$ cat config.mk
export PLATFORM = sky130hd
export DESIGN_NAME = smg_scan_multi
export DESIGN_NICKNAME = d
export VERILOG_FILES = /design/src/rtl/smg_pkg.sv /design/src/rtl/smg_seg_decode.sv /design/src/rtl/smg_scan_multi.sv
export SDC_FILE = /design/constraint.sdc
export NUM_CORES = 1
export LEC_CHECK = 0
export CORE_MARGIN = 2
export CORE_UTILIZATION = 30
export DETAILED_ROUTE_END_ITERATION = 10
export GPL_ROUTABILITY_DRIVEN = 1
export SKIP_LAST_GASP = 1
export SLEW_MARGIN = 40
export SYNTH_ARGS = -nofsm -noshare
export SYNTH_HDL_FRONTEND = slang
export SYNTH_SLANG_ARGS = --single-unit
export TNS_END_PERCENT = 5
$ cat constraint.sdc
create_clock -name clk -period 3.9 [get_ports clk]
set_clock_uncertainty 0.15 [all_clocks]
set_input_delay 0.585 -clock clk [delete_from_list [all_inputs] [get_ports clk]]
set_output_delay 0.585 -clock clk [all_outputs]
set_load 0.02 [all_outputs]
$ cat src/rtl/smg_pkg.sv
// Shared types and helpers for the multi-digit seven-segment scan controller:
// segment type, hex-to-segment table and the output polarity helper.
package smg_pkg;

    typedef logic [7:0] seg_t;  // {dp,g,f,e,d,c,b,a}, active-high internally

    localparam seg_t SEG_BLANK = 8'h00;

    function automatic logic [6:0] hex_to_seg(input logic [3:0] nib);
        logic [6:0] s;
        case (nib)
            4'h0:    s = 7'h3F;
            4'h1:    s = 7'h06;
            4'h2:    s = 7'h5B;
            4'h3:    s = 7'h4F;
            4'h4:    s = 7'h66;
            4'h5:    s = 7'h6D;
            4'h6:    s = 7'h7D;
            4'h7:    s = 7'h07;
            4'h8:    s = 7'h7F;
            4'h9:    s = 7'h6F;
            4'hA:    s = 7'h77;
            4'hB:    s = 7'h7C;
            4'hC:    s = 7'h39;
            4'hD:    s = 7'h5E;
            4'hE:    s = 7'h79;
            default: s = 7'h71;
        endcase
        return s;
    endfunction

    function automatic seg_t apply_seg_pol(input seg_t seg, input bit active_low);
        return active_low ? ~seg : seg;
    endfunction

endpackage

$ cat src/rtl/smg_seg_decode.sv
// Combinational hex nibble + decimal point to active-high segment pattern.
module smg_seg_decode
    import smg_pkg::*;
(
    input  logic [3:0] nibble_i,
    input  logic       dp_i,
    output seg_t       seg_o
);

    assign seg_o = {dp_i, hex_to_seg(nibble_i)};

endmodule

$ cat src/rtl/smg_scan_multi.sv
// Multi-digit seven-segment scan controller: frame-synchronous load, leading-zero
// blanking, PWM dimming and dead-time between digit slots, registered outputs.
module smg_scan_multi
    import smg_pkg::*;
#(
    parameter int NUM_DIGITS     = 4,
    parameter int CLK_DIV        = 50000,
    parameter int DEAD_CYC       = 2,
    parameter int DIM_BITS       = 4,
    parameter int SEG_ACTIVE_LOW = 1,
    parameter int DIG_ACTIVE_LOW = 1
) (
    input  logic                    clk,
    input  logic                    rst,
    input  logic [4*NUM_DIGITS-1:0] digit_data,
    input  logic [NUM_DIGITS-1:0]   dp_en,
    input  logic                    lz_blank,
    input  logic                    load,
    input  logic [DIM_BITS-1:0]     brightness,
    output logic [NUM_DIGITS-1:0]   column_scan_signal,
    output logic [7:0]              row_scan_signal,
    output logic                    frame_done,
    output logic                    busy
);

    localparam int SLOT_W = (CLK_DIV > 2) ? $clog2(CLK_DIV) : 1;
    localparam int IDX_W  = $clog2(NUM_DIGITS);
    localparam int IDX_N  = 1 << IDX_W;

    localparam logic [SLOT_W-1:0]     SLOT_LAST = SLOT_W'(CLK_DIV - 1);
    localparam logic [SLOT_W-1:0]     SLOT_DEAD = SLOT_W'(DEAD_CYC);
    localparam logic [IDX_W-1:0]      IDX_LAST  = IDX_W'(NUM_DIGITS - 1);
    localparam logic [NUM_DIGITS-1:0] COL_INV   = {NUM_DIGITS{DIG_ACTIVE_LOW != 0}};
    localparam bit                    SEG_LOW   = (SEG_ACTIVE_LOW != 0);

    logic [SLOT_W-1:0]       slot_q, slot_d;
    logic [IDX_W-1:0]        idx_q, idx_d;
    logic [DIM_BITS-1:0]     pwm_q;
    logic [4*NUM_DIGITS-1:0] stage_data_q, shad_data_q;
    logic [NUM_DIGITS-1:0]   stage_dp_q, shad_dp_q;
    logic                    stage_lz_q, shad_lz_q;
    logic                    pending_q, pending_d;
    logic [NUM_DIGITS-1:0]   col_q, col_d;
    seg_t                    row_q, seg_d, dec_seg;
    logic                    frame_done_q;

    logic                    slot_wrap, frame_wrap, pwm_on, col_act;
    logic [3:0]              nib_arr [IDX_N];
    logic [IDX_N-1:0]        dp_vec;
    logic [IDX_N-1:0]        blank_vec;
    logic                    blank_run;

    // ---------------- scan timing ----------------
    assign slot_wrap  = (slot_q >= SLOT_LAST);
    assign frame_wrap = slot_wrap && (idx_q >= IDX_LAST);

    always_comb begin
        slot_d = slot_wrap ? '0 : slot_q + SLOT_W'(1);
        idx_d  = idx_q;
        if (slot_wrap) begin
            idx_d = (idx_q >= IDX_LAST) ? '0 : idx_q + IDX_W'(1);
        end else if (idx_q > IDX_LAST) begin
            idx_d = '0;
        end
    end

    always_ff @(posedge clk or posedge rst) begin
        if (rst) begin
            slot_q       <= '0;
            idx_q        <= '0;
            pwm_q        <= '0;
            frame_done_q <= 1'b0;
        end else begin
            slot_q       <= slot_d;
            idx_q        <= idx_d;
            pwm_q        <= pwm_q + DIM_BITS'(1);
            frame_done_q <= frame_wrap;
        end
    end

    // ---------------- staging / shadow ----------------
    // Pending data is only applied at the frame wrap; a load on that same cycle
    // refreshes staging and keeps pending set for the following frame.
    always_comb begin
        pending_d = pending_q;
        if (load) begin
            pending_d = 1'b1;
        end else if (frame_wrap) begin
            pending_d = 1'b0;
        end
    end

    always_ff @(posedge clk or posedge rst) begin
        if (rst) begin
            stage_data_q <= '0;
            stage_dp_q   <= '0;
            stage_lz_q   <= 1'b0;
            shad_data_q  <= '0;
            shad_dp_q    <= '0;
            shad_lz_q    <= 1'b0;
            pending_q    <= 1'b0;
        end else begin
            if (frame_wrap && pending_q) begin
                shad_data_q <= stage_data_q;
                shad_dp_q   <= stage_dp_q;
                shad_lz_q   <= stage_lz_q;
            end
            if (load) begin
                stage_data_q <= digit_data;
                stage_dp_q   <= dp_en;
                stage_lz_q   <= lz_blank;
            end
            pending_q <= pending_d;
        end
    end

    // ---------------- digit mux and blanking ----------------
    for (genvar gi = 0; gi < IDX_N; gi++) begin : g_digit
        if (gi < NUM_DIGITS) begin : g_real
            assign nib_arr[gi] = shad_data_q[4*gi +: 4];
            assign dp_vec[gi]  = shad_dp_q[gi];
        end else begin : g_pad
            assign nib_arr[gi] = 4'h0;
            assign dp_vec[gi]  = 1'b0;
        end
    end

    // A digit is blanked while it and every digit above it are zero with no dp.
    always_comb begin
        blank_vec = '0;
        blank_run = shad_lz_q;
        for (int i = NUM_DIGITS - 1; i >= 1; i--) begin
            blank_run    = blank_run && (shad_data_q[4*i +: 4] == 4'h0) && !shad_dp_q[i];
            blank_vec[i] = blank_run;
        end
    end

    smg_seg_decode u_decode (
        .nibble_i (nib_arr[idx_q]),
        .dp_i     (dp_vec[idx_q]),
        .seg_o    (dec_seg)
    );

    // ---------------- output stage ----------------
    assign pwm_on  = (pwm_q < brightness) || (&brightness);
    assign col_act = (slot_q >= SLOT_DEAD) && pwm_on && !blank_vec[idx_q];

    always_comb begin
        col_d = col_act ? (NUM_DIGITS'(1) << idx_q) : '0;
        seg_d = blank_vec[idx_q] ? SEG_BLANK : dec_seg;
    end

    always_ff @(posedge clk or posedge rst) begin
        if (rst) begin
            col_q <= COL_INV;
            row_q <= apply_seg_pol(SEG_BLANK, SEG_LOW);
        end else begin
            col_q <= col_d ^ COL_INV;
            row_q <= apply_seg_pol(seg_d, SEG_LOW);
        end
    end

    assign column_scan_signal = col_q;
    assign row_scan_signal    = row_q;
    assign frame_done         = frame_done_q;
    assign busy               = pending_q;

endmodule

### Word level (Yosys, flattened, before mapping)

Memories as Yosys holds them, arrays and structs flattened.
Cells that the tools add are included.

| cells by class | value |
|---|---|
| muxes and demuxes | 15 |
| reductions and logical operators | 21 |
| bitwise gates (word level) | 3 |
| shifts and indexed selects | 1 |
| $lt $le $gt $ge | 7 |
| add/sub/neg operators | 3 |

Operators by type and width:

| kind | number |
|---|---|
| 16-bit by 1-bit adder with 16-bit output (second input constant) | 1 |
| 16-bit >= comparator (second input constant) | 1 |
| 16-bit by 2-bit >= comparator with 1-bit output (second input constant) | 1 |
| 16-bit 2-to-1 mux | 1 |
| 4-bit logical NOT | 3 |
| 4-bit 2-to-1 mux | 3 |
| 1-bit logical AND | 10 |
| 4-bit binary-select mux with 2-bit select | 1 |
| 8-bit 2-to-1 mux | 1 |
| 8-bit inverter | 1 |
| 2-bit 2-to-1 mux | 3 |
| 4-bit by 1-bit adder with 4-bit output (second input constant) | 1 |
| 1-bit binary-select mux with 2-bit select | 2 |
| 1-bit logical NOT | 4 |
| 4-bit < comparator | 1 |
| 1-bit 2-to-1 mux | 4 |
| 4-bit inverter | 1 |
| 4-bit AND reduction | 1 |
| 2-bit nonzero test | 2 |
| 1-bit by 2-bit << shifter with 4-bit output (first input constant) | 1 |
| 3-bit >= comparator (second input constant) | 1 |
| 2-bit by 3-bit < comparator with 1-bit output (second input constant) | 1 |
| 2-bit inverter with 3-bit output | 1 |
| 2-bit by 1-bit adder with 2-bit output (second input constant) | 1 |
| other kinds (3) | 3 |

| storage, ports and cells | value |
|---|---|
| output and inout bits | 14 |
| memories | 1 |
| input port bits | 28 |
| flip-flop bits (word level) | 78 |
| memory bits (read-only) | 112 |
| logic and storage cells | 64 |

Memories:

| name | depth | width | read ports | clocked after memory_dff | write ports | RTL line | source |
|---|---|---|---|---|---|---|---|
| (no name shown) | 16 | 7 | 1 | 0 | 0 | smg_pkg.sv:11 | `case (nib)` |

### Depth between registers and ports, before layout

Gate-level depths: netlist of run 1.

| logic depth | value |
|---|---|
| depth after elaboration | 13 |
| mapped depth | 8 |
| gate-level depth less buffers | 7 |

### Hierarchy

From an unflattened synthesis of run 1, not the netlist that was laid out.

| second synthesis, totals | value |
|---|---|
| cells, all modules | 294 |
| area, all modules | 3818.7 µm² |

Modules (own cells, without submodules):

| module | sequential area each (µm²) | cells each | area an instance (µm²) | instances |
|---|---|---|---|---|
| smg_scan_multi | 1966.9 | 260 | 3523.4 | 1 |
| smg_seg_decode | 0.0 | 34 | 295.3 | 1 |

### Worst setup path before layout of run 1

OpenSTA, ideal clock, no wires.

| timing | value |
|---|---|
| path kind | register to register |
| start | register slot_q[12] |
| end | register shad_dp_q[0] (netlist: dp_vec[0]) |
| path slack | 1.829 ns |
| cell stages (with the launch flop) | 6 |
| buffers on the path | 1 |
| period minus slack after synthesis | 2.071 ns |
| data required time | 3.625 ns |
| arrival | 1.797 ns |
| library setup time | 0.125 ns |
| path through | dfrtp_1 > or4_4 > o211a_1 > nand3_1 > buf_4 > mux2_2 |

| between the ends | value |
|---|---|
| cells in the longest elaborated chain, start to end | 3 |

Ends and longest elaborated chain:

| element | RTL line | source |
|---|---|---|
| start, declared | smg_scan_multi.sv:36 | `logic [SLOT_W-1:0] slot_q, slot_d;` |
| start signal, assigned | smg_scan_multi.sv:74 | `slot_q <= slot_d;` |
| 16-bit >= comparator | smg_scan_multi.sv:54 | `assign slot_wrap = (slot_q >= SLOT_LAST);` |
| 1-bit logical AND | smg_scan_multi.sv:55 | `assign frame_wrap = slot_wrap && (idx_q >= IDX_LAST);` |
| 1-bit logical AND | smg_scan_multi.sv:103 | `if (frame_wrap && pending_q) begin` |
| end signal, assigned | smg_scan_multi.sv:105 | `shad_dp_q <= stage_dp_q;` |
| end, declared | smg_scan_multi.sv:40 | `logic [NUM_DIGITS-1:0] stage_dp_q, shad_dp_q;` |

Every way passes these cells.
A chain may end at the register's enable or synchronous reset.

### Final worst setup path of run 1

| timing | value |
|---|---|
| start | register idx_q[0] |
| end | register row_q[0] (netlist: row_scan_signal[0]) |

| between the ends | value |
|---|---|
| cells in the longest elaborated chain, start to end | 7 |
| elaborated cells on any way between the ends | 9 |
| those cells by class | mux (6); bitwise (2); memory (1) |

Ends and longest elaborated chain:

| element | RTL line | source |
|---|---|---|
| start, declared | smg_scan_multi.sv:37 | `logic [IDX_W-1:0] idx_q, idx_d;` |
| start signal, assigned | smg_scan_multi.sv:75 | `idx_q <= idx_d;` |
| 2-bit inverter with 3-bit output (implied by the code) | smg_scan_multi.sv:139 | `.nibble_i (nib_arr[idx_q]),` |
| 4-bit binary-select mux with 2-bit select | smg_scan_multi.sv:139 |  |
| 4-bit 2-to-1 mux (implied by the code) (2 in series) | smg_scan_multi.sv:139 |  |
| memory read 16 x 7 bit | - |  |
| 8-bit 2-to-1 mux * | smg_scan_multi.sv:150 | `seg_d = blank_vec[idx_q] ? SEG_BLANK : dec_seg;` |
| 8-bit inverter * | smg_pkg.sv:33 | `return active_low ? ~seg : seg;` |
| end signal, assigned | smg_scan_multi.sv:156 | `row_q <= apply_seg_pol(SEG_BLANK, SEG_LOW);` |
| end signal, assigned | smg_scan_multi.sv:159 | `row_q <= apply_seg_pol(seg_d, SEG_LOW);` |
| end, declared | smg_scan_multi.sv:44 | `seg_t row_q, seg_d, dec_seg;` |

Mark *: on every way between the ends. The rest lies on a longest branch, timed or not. The select of a mux whose other input is x is not followed.

==> impl_metrics.sql, run 1 <==
INSERT INTO impl_metrics (metric_group, metric, value, unit) VALUES
('sta', 'final_critical_path_setup_slack', '1580', 'ps'),
('yosys', 'syn_nets', '329', ''),
('worst_setup_path', 'cpPeakStageDelay', '650', 'ps'),
('sta', 'fin_crit_sh', '0.596', ''),
('sta', 'setup_viol_count_final', '0', ''),
('sta', 'finalHoldViolCount', '0', ''),
('clock_tree', 'clock_tree.htree_level_count', '3', ''),
('pwr', 'irDropWorstVdd', '0.195', 'mV'),
('clock_tree', 'cts_hold_repair.buffers', '0', ''),
('worst_setup_path', 'slowest_stage', 'mux4_2', ''),
('route', 'route.vias.total', '2295', ''),
('yosys', 'synth_largest_area_cell', 'dfrtp_1', ''),
('pwr', 'power-per-cell-area', '393', 'nW/um^2'),
('route', 'detailedRoute.firstIterationViolations', '89', ''),
('yosys', 'synth.ff_latch_count', '78', ''),
('worst_setup_path', 'critical_path_depth', '7', ''),
('yosys', 'synth_top_cells_by_area', 'dfrtp_1, mux2_2, dfstp_2, ha_1, nor2_1', ''),
('worst_setup_path', 'worst-path-max-fanout', '9', ''),
('grt', 'global_route.overflow_total', '0', ''),
('layout', 'synthToLayoutAreaGrowth', '23.5', '%'),
('floorplanning', 'floorplan.initialDensity', '0.305', ''),
('layout', 'finish.utilization', '0.376', ''),
('layout', 'drive_above_1_share', '0.266', ''),
('clock_tree', 'clock_slew_at_the_register_clock_pins_of_the_worst_setup_and_hold_paths', '60', 'ps'),
('clock_tree', 'cts_tree', 'built', ''),
('floorplanning', 'die_h', '114', 'um'),
('layout', 'design_area', '4480', 'sq um'),
('clock_tree', 'cts_setup_buffers', '0', ''),
('sta', 'slew_violations', '0', ''),
('clock_tree', 'ctsLongestPathBuffers', '2', ''),
('placed_design', 'hpwl', '4.69', 'mm'),
('yosys', 'average_instance_area_after_synthesis', '12.7', 'sq um'),
('worst_setup_path', 'cp.required', '4010', 'ps'),
('sta', 'rsz0062_at_grt', 'false', ''),
('sta', 'finalCriticalPeriod', '2320', 'ps'),
('placed_design', 'place_area', '4180', 'sq um'),
('worst_setup_path', 'crit_type', 'reg2reg', ''),
('yosys', 'synth-edff-count', '0', ''),
('clock_tree', 'clock_latency', '320', 'ps'),
('placed_design', 'place.gp.congestion', '0.737', ''),
('floorplanning', 'die_width', '114', 'um'),
('worst_setup_path', 'timing.critical_path.from', 'idx_q[0]', ''),
('placed_design', 'placed_instances', '466', ''),
('placed_design', 'dpl_worst_slack', '1490', 'ps'),
('worst_setup_path', 'regToRegSetupSlack', '1580', 'ps'),
('layout', 'final_net_count', '373', ''),
('route', 'vias_per_cell', '4.76', ''),
('worst_setup_path', 'worst-endpoint-arrival', '2440', 'ps'),
('floorplanning', 'floorplan.die_area', '13000', 'sq um'),
('layout', 'mostFrequentLayoutCells', 'dfrtp_1, mux2_2, clkdlybuf4s50_1', ''),
('sta', 'fmax', '0.431', 'GHz'),
('worst_setup_path', 'cp-start-kind', 'flop', ''),
('pwr', 'p_leak', '2.00', 'nW'),
('layout', 'finish.cell_count_without_fillers', '482', ''),
('yosys', 'ys_seq_area_frac', '0.542', ''),
('yosys', 'synth.cell_area', '3630', 'sq um'),
('yosys', 'yosys_most_used_dff', 'dfrtp_1', ''),
('floorplanning', 'num_io_pins', '42', ''),
('clock_tree', 'cts-resized-gates', '0', ''),
('route', 'drt-pass1-iter-count', '5', ''),
('route', 'detail-route-antenna-nets', '0', ''),
('worst_setup_path', 'critical_path.reg2reg.startpoint', 'idx_q[0]', ''),
('worst_setup_path', 'worst_r2r_path_depth', '7', ''),
('grt', 'globalRouteTotalUtil', '0.111', ''),
('layout', 'layout.cells.most_common', 'dfrtp_1', ''),
('outcome', 'status', 'finished, final reports clean', ''),
('yosys', 'synthCells', '286', ''),
('yosys', 'number_of_different_library_cells_in_the_post_synthesis_netlist', '50', ''),
('grt', 'grt_pass1_wl', '11.4', 'mm'),
('sta', 'maxSlewHeadroom', '0.567', ''),
('clock_tree', 'numCtsBuffers', '9', '');
==> logic make-up after synthesis <==
kind of cell,after synthesis,synth area share
DFF,78,0.542
adders and majority gates,15,0.0517
buffers and inverters,24,0.0352
AOI/OAI and AO/OA,33,0.0651
xor gates and xnor gates,14,0.0338
and+or+nand+nor,68,0.0969
muxes,54,0.175
==> sequential cells by signal, indices dropped and copies added, names as in the netlist <==
signal	flops
frame_done	1
row_scan_signal	8
shad_data_q	16
stage_dp_q	4
stage_data_q	16
idx_q	2
pwm_q	4
stage_lz_q	1
shad_lz_q	1
column_scan_signal	4
busy	1
slot_q	16
dp_vec	4
==> worst register-to-register path, cell delays in order, from the launching register on <==
cell,delay [ps]
dfrtp_1,580
mux4_2,650
inv_1,120
ha_1,300
mux2i_1,120
a21oi_1,150
o32ai_1,100
nand2_1,90
==> layer usage <==
layer	part of all wire	up-vias	GRT usage
li1	-	1116	-
met1	0.49	1137	0.149
met2	0.46	38	0.169
met3	0.039	4	0.0436
met4	0.0070	0	0.0260
met5	0	-	0
==> synthesized netlist by cell type, types with 3 or more instances <==
| cell type | number |
|---|---|
| nor2_1 | 22 |
| xnor2_1 | 8 |
| nor3_1 | 4 |
| dfrtp_1 | 66 |
| dfstp_2 | 12 |
| o21ai_0 | 4 |
| o211ai_1 | 3 |
| ha_1 | 15 |
| mux2i_1 | 4 |
| o2111ai_1 | 4 |
| mux4_2 | 3 |
| a21oi_1 | 5 |
| nand4_1 | 4 |
| nand3_1 | 10 |
| mux2_2 | 47 |
| inv_1 | 12 |
| xor2_1 | 6 |
| nand2_1 | 11 |
==> how the worst min path moves through the flow <==
stage | startpoint | slack [ps] | cells after the start | endpoint
floorplan | pwm_q[0] | 290 | 1 | pwm_q[0]
global placement | pwm_q[0] | 320 | 1 | pwm_q[0]
detailed placement | pwm_q[3] | 320 | 1 | pwm_q[3]
CTS | pwm_q[3] | 330 | 1 | pwm_q[3]
global route | pwm_q[3] | 340 | 1 | pwm_q[3]
finish | pwm_q[3] | 330 | 1 | pwm_q[3]
==> area by class of cell <==
cell class / count / area, sq um / share of cell area
well taps: 147 / 184 / 0.0410
flip-flops and latches: 78 / 1970 / 0.439
inverters: 13 / 48.8 / 0.0109
clock buffers: 9 / 225 / 0.0502
clock inverters: 7 / 80.1 / 0.0179
multi-input cells: 184 / 1540 / 0.343
repair buffers: 44 / 440 / 0.0982
==> report_power, final <==
group          internal (mW)  switching [mW]
clock                  0.504           0.337
combinational         0.0465          0.0299
sequential             0.832          0.0114
total                   1.38           0.379
Note: power is estimated with default switching activity, not from simulation.
==> run 2: changes to the inputs <==
==> constraint.sdc (replaced) <==
create_clock -name clk -period 2.2 [get_ports clk]
set_clock_uncertainty 0.15 [all_clocks]
set_input_delay 0.33 -clock clk [delete_from_list [all_inputs] [get_ports clk]]
set_output_delay 0.33 -clock clk [all_outputs]
set_load 0.02 [all_outputs]
==> impl_metrics.sql, run 2 (synthesis results as in run 1) <==
INSERT INTO impl_metrics (metric_group, metric, value, unit) VALUES
('layout', 'final_net_count', '399', ''),
('worst_setup_path', 'worst-path-max-fanout', '5', ''),
('clock_tree', 'cts_hold_repair.buffers', '0', ''),
('route', 'detailedRoute.firstIterationViolations', '85', ''),
('grt', 'grt_pass1_wl', '12.5', 'mm'),
('route', 'detail-route-antenna-nets', '0', ''),
('worst_setup_path', 'cp.buffers_inverters', '0', ''),
('sta', 'slew_violations', '0', ''),
('grt', 'global_route.overflow_total', '0', ''),
('worst_setup_path', 'cp-start-kind', 'flop', ''),
('grt', 'antenna_found_initial', '0', ''),
('layout', 'layout.cells.most_common', 'dfrtp_1', ''),
('clock_tree', 'numCtsBuffers', '9', ''),
('sta', 'fmax', '0.453', 'GHz'),
('layout', 'fill_cells', '1156', ''),
('clock_tree', 'numClockSinks', '78', ''),
('worst_hold_path', 'timing.hold.worst.class', 'in2async', ''),
('worst_setup_path', 'critPathTopFamily', 'compound AO/OA/AOI/OAI gates', ''),
('sta', 'final_critical_path_setup_slack', '-9.07', 'ps'),
('floorplanning', 'floorplan.initialDensity', '0.305', ''),
('layout', 'synthToLayoutAreaGrowth', '31.2', '%'),
('pwr', 'design_power_total', '3.16', 'mW'),
('worst_setup_path', 'crit_path_cell_trace', 'or4_4 -> nor4_4 -> o21ai_2 -> a2111o_1 -> o2111ai_1', ''),
('layout', 'drive_above_1_share', '0.330', ''),
('worst_setup_path', 'cpPeakStageDelay', '550', 'ps'),
('floorplanning', 'core_area', '11900', 'sq um'),
('worst_setup_path', 'critical_path.reg2reg.startpoint', 'shad_data_q[6]', ''),
('floorplanning', 'die_width', '114', 'um'),
('layout', 'mostFrequentLayoutCells', 'dfrtp_1, mux2_2, clkdlybuf4s50_1', ''),
('route', 'drt-total-wl', '7.42', 'mm'),
('worst_setup_path', 'regToRegSetupSlack', '-9', 'ps'),
('layout', 'insertedDiodeCount', '0', ''),
('route', 'wl_per_cell', '14.6', 'um'),
('sta', 'fin_setup_tns', '-9.07', 'ps'),
('worst_setup_path', 'crit-reg2reg-capture', 'column_scan_signal[1]', ''),
('clock_tree', 'ctsLongestPathBuffers', '2', ''),
('layout', 'reg_top3', 'shad_data_q: 16 flops, slot_q: 16 flops, stage_data_q: 16 flops', ''),
('clock_tree', 'clock_tree.htree_level_count', '3', ''),
('worst_setup_path', 'cp.required', '2300', 'ps'),
('placed_design', 'hpwl', '5.20', 'mm'),
('grt', 'first_global_vias', '2546', ''),
('clock_tree', 'clock_latency', '340', 'ps'),
('sta', 'rsz0062_at_grt', 'true', ''),
('clock_tree', 'cts_tree', 'built', ''),
('sta', 'maxSlewHeadroom', '0.599', ''),
('route', 'drt-pass1-iter-count', '4', ''),
('job', 'drv.max_cap_violation_count', '0', ''),
('sta', 'fin_crit_sh', '1.00', ''),
('layout', 'finish.cell_count_without_fillers', '508', ''),
('floorplanning', 'std_cell_rows', '40', ''),
('grt', 'grt_max_degree', '25', ''),
('worst_setup_path', 'crit_type', 'reg2reg', ''),
('sta', 'finalHoldViolCount', '0', ''),
('pwr', 'p_leak', '2.16', 'nW'),
('worst_setup_path', 'endpoint_kind', 'flop', ''),
('clock_tree', 'cts_root_buffer', 'clkbuf_16', ''),
('worst_setup_path', 'worst-endpoint-arrival', '2310', 'ps'),
('worst_setup_path', 'worst_r2r_path_depth', '5', ''),
('placed_design', 'dpl_worst_slack', '10.0', 'ps'),
('floorplanning', 'floorplan.die_area', '13000', 'sq um'),
('pwr', 'power-per-cell-area', '664', 'nW/um^2'),
('sta', 'finalCriticalPeriod', '2210', 'ps'),
('placed_design', 'place.gp.congestion', '0.747', ''),
('route', 'vias_per_cell', '4.79', ''),
('placed_design', 'placed_instances', '490', ''),
('placed_design', 'count_of_buffers_inserted_at_the_top_level_ports', '41', ''),
('floorplanning', 'die_h', '114', 'um'),
('pwr', 'irDropWorstVdd', '0.427', 'mV'),
('route', 'route.vias.total', '2435', ''),
('sta', 'transition_time_at_the_pin_with_the_least_slew_margin', '597', 'ps'),
('floorplanning', 'num_io_pins', '42', ''),
('layout', 'finish.utilization', '0.400', ''),
('outcome', 'violated_checks', 'negative setup slack', ''),
('route', 'route.detailed.drc', '0', ''),
('sta', 'setup_viol_count_final', '1', ''),
('outcome', 'status', 'complete, but fails checks', ''),
('worst_setup_path', 'slowest_stage', 'a2111o_1', ''),
('clock_tree', 'clock_slew_at_the_register_clock_pins_of_the_worst_setup_and_hold_paths', '60', 'ps'),
('grt', 'globalRouteTotalUtil', '0.123', '');
run 2: worst reg2reg max path: cells and delay by family, from the launching register on:
family          cells  cell delay, ps
simple gates        2             770
compound gates      3             820
flops               1             380
run 2: worst max-delay path by stage:
stage,startpoint,to,cells after the start
global placement,shad_data_q[10],row_scan_signal[2],5
finish,shad_data_q[6],column_scan_signal[1],5
floorplan,slot_q[12],dp_vec[0],5
CTS,shad_data_q[10],row_scan_signal[2],4
detailed placement,shad_data_q[10],row_scan_signal[2],5
global route,shad_data_q[4],column_scan_signal[2],5
run 2: area by class of cell:
cell class | instances | area (sq um) | area share
sequential | 78 | 1970 | 0.413
tap | 147 | 184 | 0.0386
timing repair buffer | 69 | 658 | 0.138
clock inverter | 7 | 80.1 | 0.0168
multi-input combinational | 185 | 1590 | 0.335
clock buffer | 9 | 225 | 0.0473
inverter | 13 | 52.6 | 0.0110
run 2: through the flow:
stage	hold WS [ps]	instance area (sq um)
finish	206	4760
global route	228	4760
CTS	219	4710
detailed placement	314	4390
global placement	318	4390
floorplan	285	3630
run 2: layer usage:
| layer | part of all wire | vias up | global-route usage |
|---|---|---|---|
| met5 | 0 | - | 0 |
| met4 | 0.016 | 0 | 0.0561 |
| li1 | - | 1170 | - |
| met1 | 0.48 | 1207 | 0.162 |
| met3 | 0.043 | 10 | 0.0345 |
| met2 | 0.46 | 48 | 0.189 |
run 2: what timing repair did:
item,CTS,global route
pin swaps,1,4
setup endpoints to repair,4,26
setup buffers,0,1
cloned,1,0
resized for setup,1,7
run 2: report_power, final:
| part | total (mW) | internal (mW) | switching [mW] |
|---|---|---|---|
| Clock | 1.52 | 0.896 | 0.623 |
| Combinational | 0.148 | 0.0909 | 0.0567 |
| Sequential | 1.50 | 1.48 | 0.0211 |
| Total | 3.16 | 2.46 | 0.700 |
==> run 3: changes to the inputs <==
--- a/config.mk
+++ b/config.mk
@@ -5,6 +5,7 @@
 export SDC_FILE = /design/constraint.sdc
 export NUM_CORES = 1
 export LEC_CHECK = 0
+export CORE_ASPECT_RATIO = 1.1
 export CORE_MARGIN = 2
 export CORE_UTILIZATION = 30
 export DETAILED_ROUTE_END_ITERATION = 10
==> impl_metrics.sql, run 3 (synthesis results as in run 1) <==
INSERT INTO impl_metrics (metric_group, metric, value, unit) VALUES
('outcome', 'status', 'finished, final reports clean', ''),
('job', 'drv.max_cap_violation_count', '0', ''),
('sta', 'finalCriticalPeriod', '2200', 'ps'),
('pwr', 'design_power_total', '3.23', 'mW'),
('worst_setup_path', 'cp-start-kind', 'flop', ''),
('worst_setup_path', 'endpoint_kind', 'flop', ''),
('sta', 'fmax', '0.455', 'GHz'),
('sta', 'finalHoldViolCount', '0', ''),
('worst_setup_path', 'worst-path-max-fanout', '5', ''),
('layout', 'layout.cells.most_common', 'dfrtp_1', ''),
('route', 'drt-total-wl', '7.23', 'mm'),
('sta', 'transition_time_at_the_pin_with_the_least_slew_margin', '587', 'ps'),
('grt', 'grt_max_degree', '47', ''),
('worst_setup_path', 'worst-endpoint-arrival', '2300', 'ps'),
('clock_tree', 'numClockSinks', '78', ''),
('grt', 'first_global_vias', '2516', ''),
('layout', 'final_net_count', '395', ''),
('worst_setup_path', 'regToRegSetupSlack', '1', 'ps'),
('placed_design', 'hpwl', '5.14', 'mm'),
('worst_setup_path', 'destination_of_the_critical_timing_path', 'column_scan_signal[2]', ''),
('route', 'drt-pass1-iter-count', '4', ''),
('worst_setup_path', 'crit_type', 'reg2reg', ''),
('clock_tree', 'clock_slew_at_the_register_clock_pins_of_the_worst_setup_and_hold_paths', '60', 'ps'),
('route', 'route.vias.total', '2451', ''),
('worst_setup_path', 'worst_r2r_path_depth', '5', ''),
('clock_tree', 'clock_latency', '340', 'ps'),
('clock_tree', 'ctsLongestPathBuffers', '2', ''),
('worst_setup_path', 'cp.required', '2300', 'ps'),
('sta', 'fin_crit_sh', '1.00', ''),
('route', 'detail-route-antenna-nets', '0', ''),
('layout', 'drive_above_1_share', '0.322', ''),
('route', 'route.detailed.drc', '0', ''),
('layout', 'reg_top3', 'shad_data_q: 16 flops, slot_q: 16 flops, stage_data_q: 16 flops', ''),
('pwr', 'p_leak', '2.14', 'nW'),
('floorplanning', 'core_area', '11900', 'sq um'),
('route', 'wl_per_cell', '14.2', 'um'),
('placed_design', 'dpl_worst_slack', '-17.9', 'ps'),
('sta', 'setup_viol_count_final', '0', ''),
('placed_design', 'count_of_buffers_inserted_at_the_top_level_ports', '41', ''),
('clock_tree', 'cts_tree', 'built', ''),
('layout', 'mostFrequentLayoutCells', 'dfrtp_1, mux2_2, clkdlybuf4s50_1', ''),
('floorplanning', 'die_h', '119', 'um'),
('worst_setup_path', 'crit-reg2reg-capture', 'column_scan_signal[2]', ''),
('grt', 'antenna_found_initial', '0', ''),
('placed_design', 'placed_instances', '492', ''),
('grt', 'grt_pass1_wl', '12.3', 'mm'),
('route', 'detailedRoute.firstIterationViolations', '88', ''),
('route', 'vias_per_cell', '4.80', ''),
('grt', 'global_route.overflow_total', '0', ''),
('clock_tree', 'numCtsBuffers', '9', ''),
('sta', 'maxSlewHeadroom', '0.605', ''),
('layout', 'insertedDiodeCount', '0', ''),
('sta', 'final_critical_path_setup_slack', '1.09', 'ps'),
('layout', 'finish.utilization', '0.398', ''),
('floorplanning', 'floorplan.initialDensity', '0.304', ''),
('pwr', 'irDropWorstVdd', '0.300', 'mV'),
('pwr', 'power-per-cell-area', '680', 'nW/um^2'),
('layout', 'synthToLayoutAreaGrowth', '30.8', '%'),
('floorplanning', 'num_io_pins', '42', ''),
('floorplanning', 'floorplan.die_area', '13000', 'sq um'),
('grt', 'globalRouteTotalUtil', '0.123', ''),
('worst_hold_path', 'timing.hold.worst.class', 'in2async', ''),
('sta', 'rsz0062_at_grt', 'true', ''),
('sta', 'slew_violations', '0', ''),
('worst_setup_path', 'timing.critical_path.from', 'shad_data_q[10]', ''),
('layout', 'finish.cell_count_without_fillers', '511', ''),
('clock_tree', 'clock_tree.htree_level_count', '3', ''),
('clock_tree', 'cts_root_buffer', 'clkbuf_16', ''),
('floorplanning', 'std_cell_rows', '42', ''),
('worst_setup_path', 'critical_path.reg2reg.startpoint', 'shad_data_q[10]', ''),
('floorplanning', 'die_width', '109', 'um'),
('placed_design', 'place.gp.congestion', '0.796', ''),
('sta', 'fin_setup_tns', '0', 'ps');
## run 3: worst max-delay path, stage by stage, from the launching register on
cell       delay [ps]
dfrtp_1           370
or4_4             550
nor4_4            230
o21ai_2           110
a2111o_1          560
o2111ai_2         140
## run 3: worst min-delay path by stage
stage            endpoint  slack [ps]  cells past startpoint
2_1_floorplan    pwm_q[0]         290                      1
3_3_place_gp     pwm_q[3]         320                      1
3_5_place_dp     pwm_q[0]         330                      1
4_1_cts        frame_done         180                      2
5_1_grt        frame_done         200                      2
6_report       frame_done         170                      2
## run 3: what timing repair did
item                                   4_1_cts  5_1_grt
setup buffers                                2        0
setup endpoints to repair                    7       17
pin swaps                                    3        2
cloned                                       1        0
hold buffers                                 0        0
endpoints found under the hold margin        0        0
gates resized for setup                      6        2
## run 3: power breakdown
part	internal, mW	switching (mW)	total (mW)	leakage [nW]
Clock	0.996	0.592	1.59	0.152
Sequential	1.48	0.0215	1.50	0.976
Combinational	0.0863	0.0558	0.142	1.01
Total	2.56	0.670	3.23	2.14
## run 3: through the flow
step | cell area [sq um] | hold slack (ps)
final | 4750 | 171
after global routing | 4750 | 203
after CTS | 4730 | 185
after detailed placement | 4350 | 328
after global placement | 4350 | 318
after floorplan | 3630 | 285
## run 3: cell type report
cell class / count / area [sq um]
Fill cell: 1132 / 7180
Multi-Input combinational cell: 185 / 1600
Tap cell: 154 / 193
Sequential cell: 78 / 1970
Clock buffer: 9 / 225
Timing Repair Buffer: 65 / 616
Clock inverter: 7 / 97.6
Inverter: 13 / 52.6
## run 3: metal layers
metal | global-route usage | vias to the layer above | share of wire
met4 | 0.0481 | 0 | 0.016
met1 | 0.157 | 1222 | 0.44
met2 | 0.194 | 45 | 0.49
met5 | 0 | - | 0
li1 | - | 1172 | -
met3 | 0.0383 | 12 | 0.048
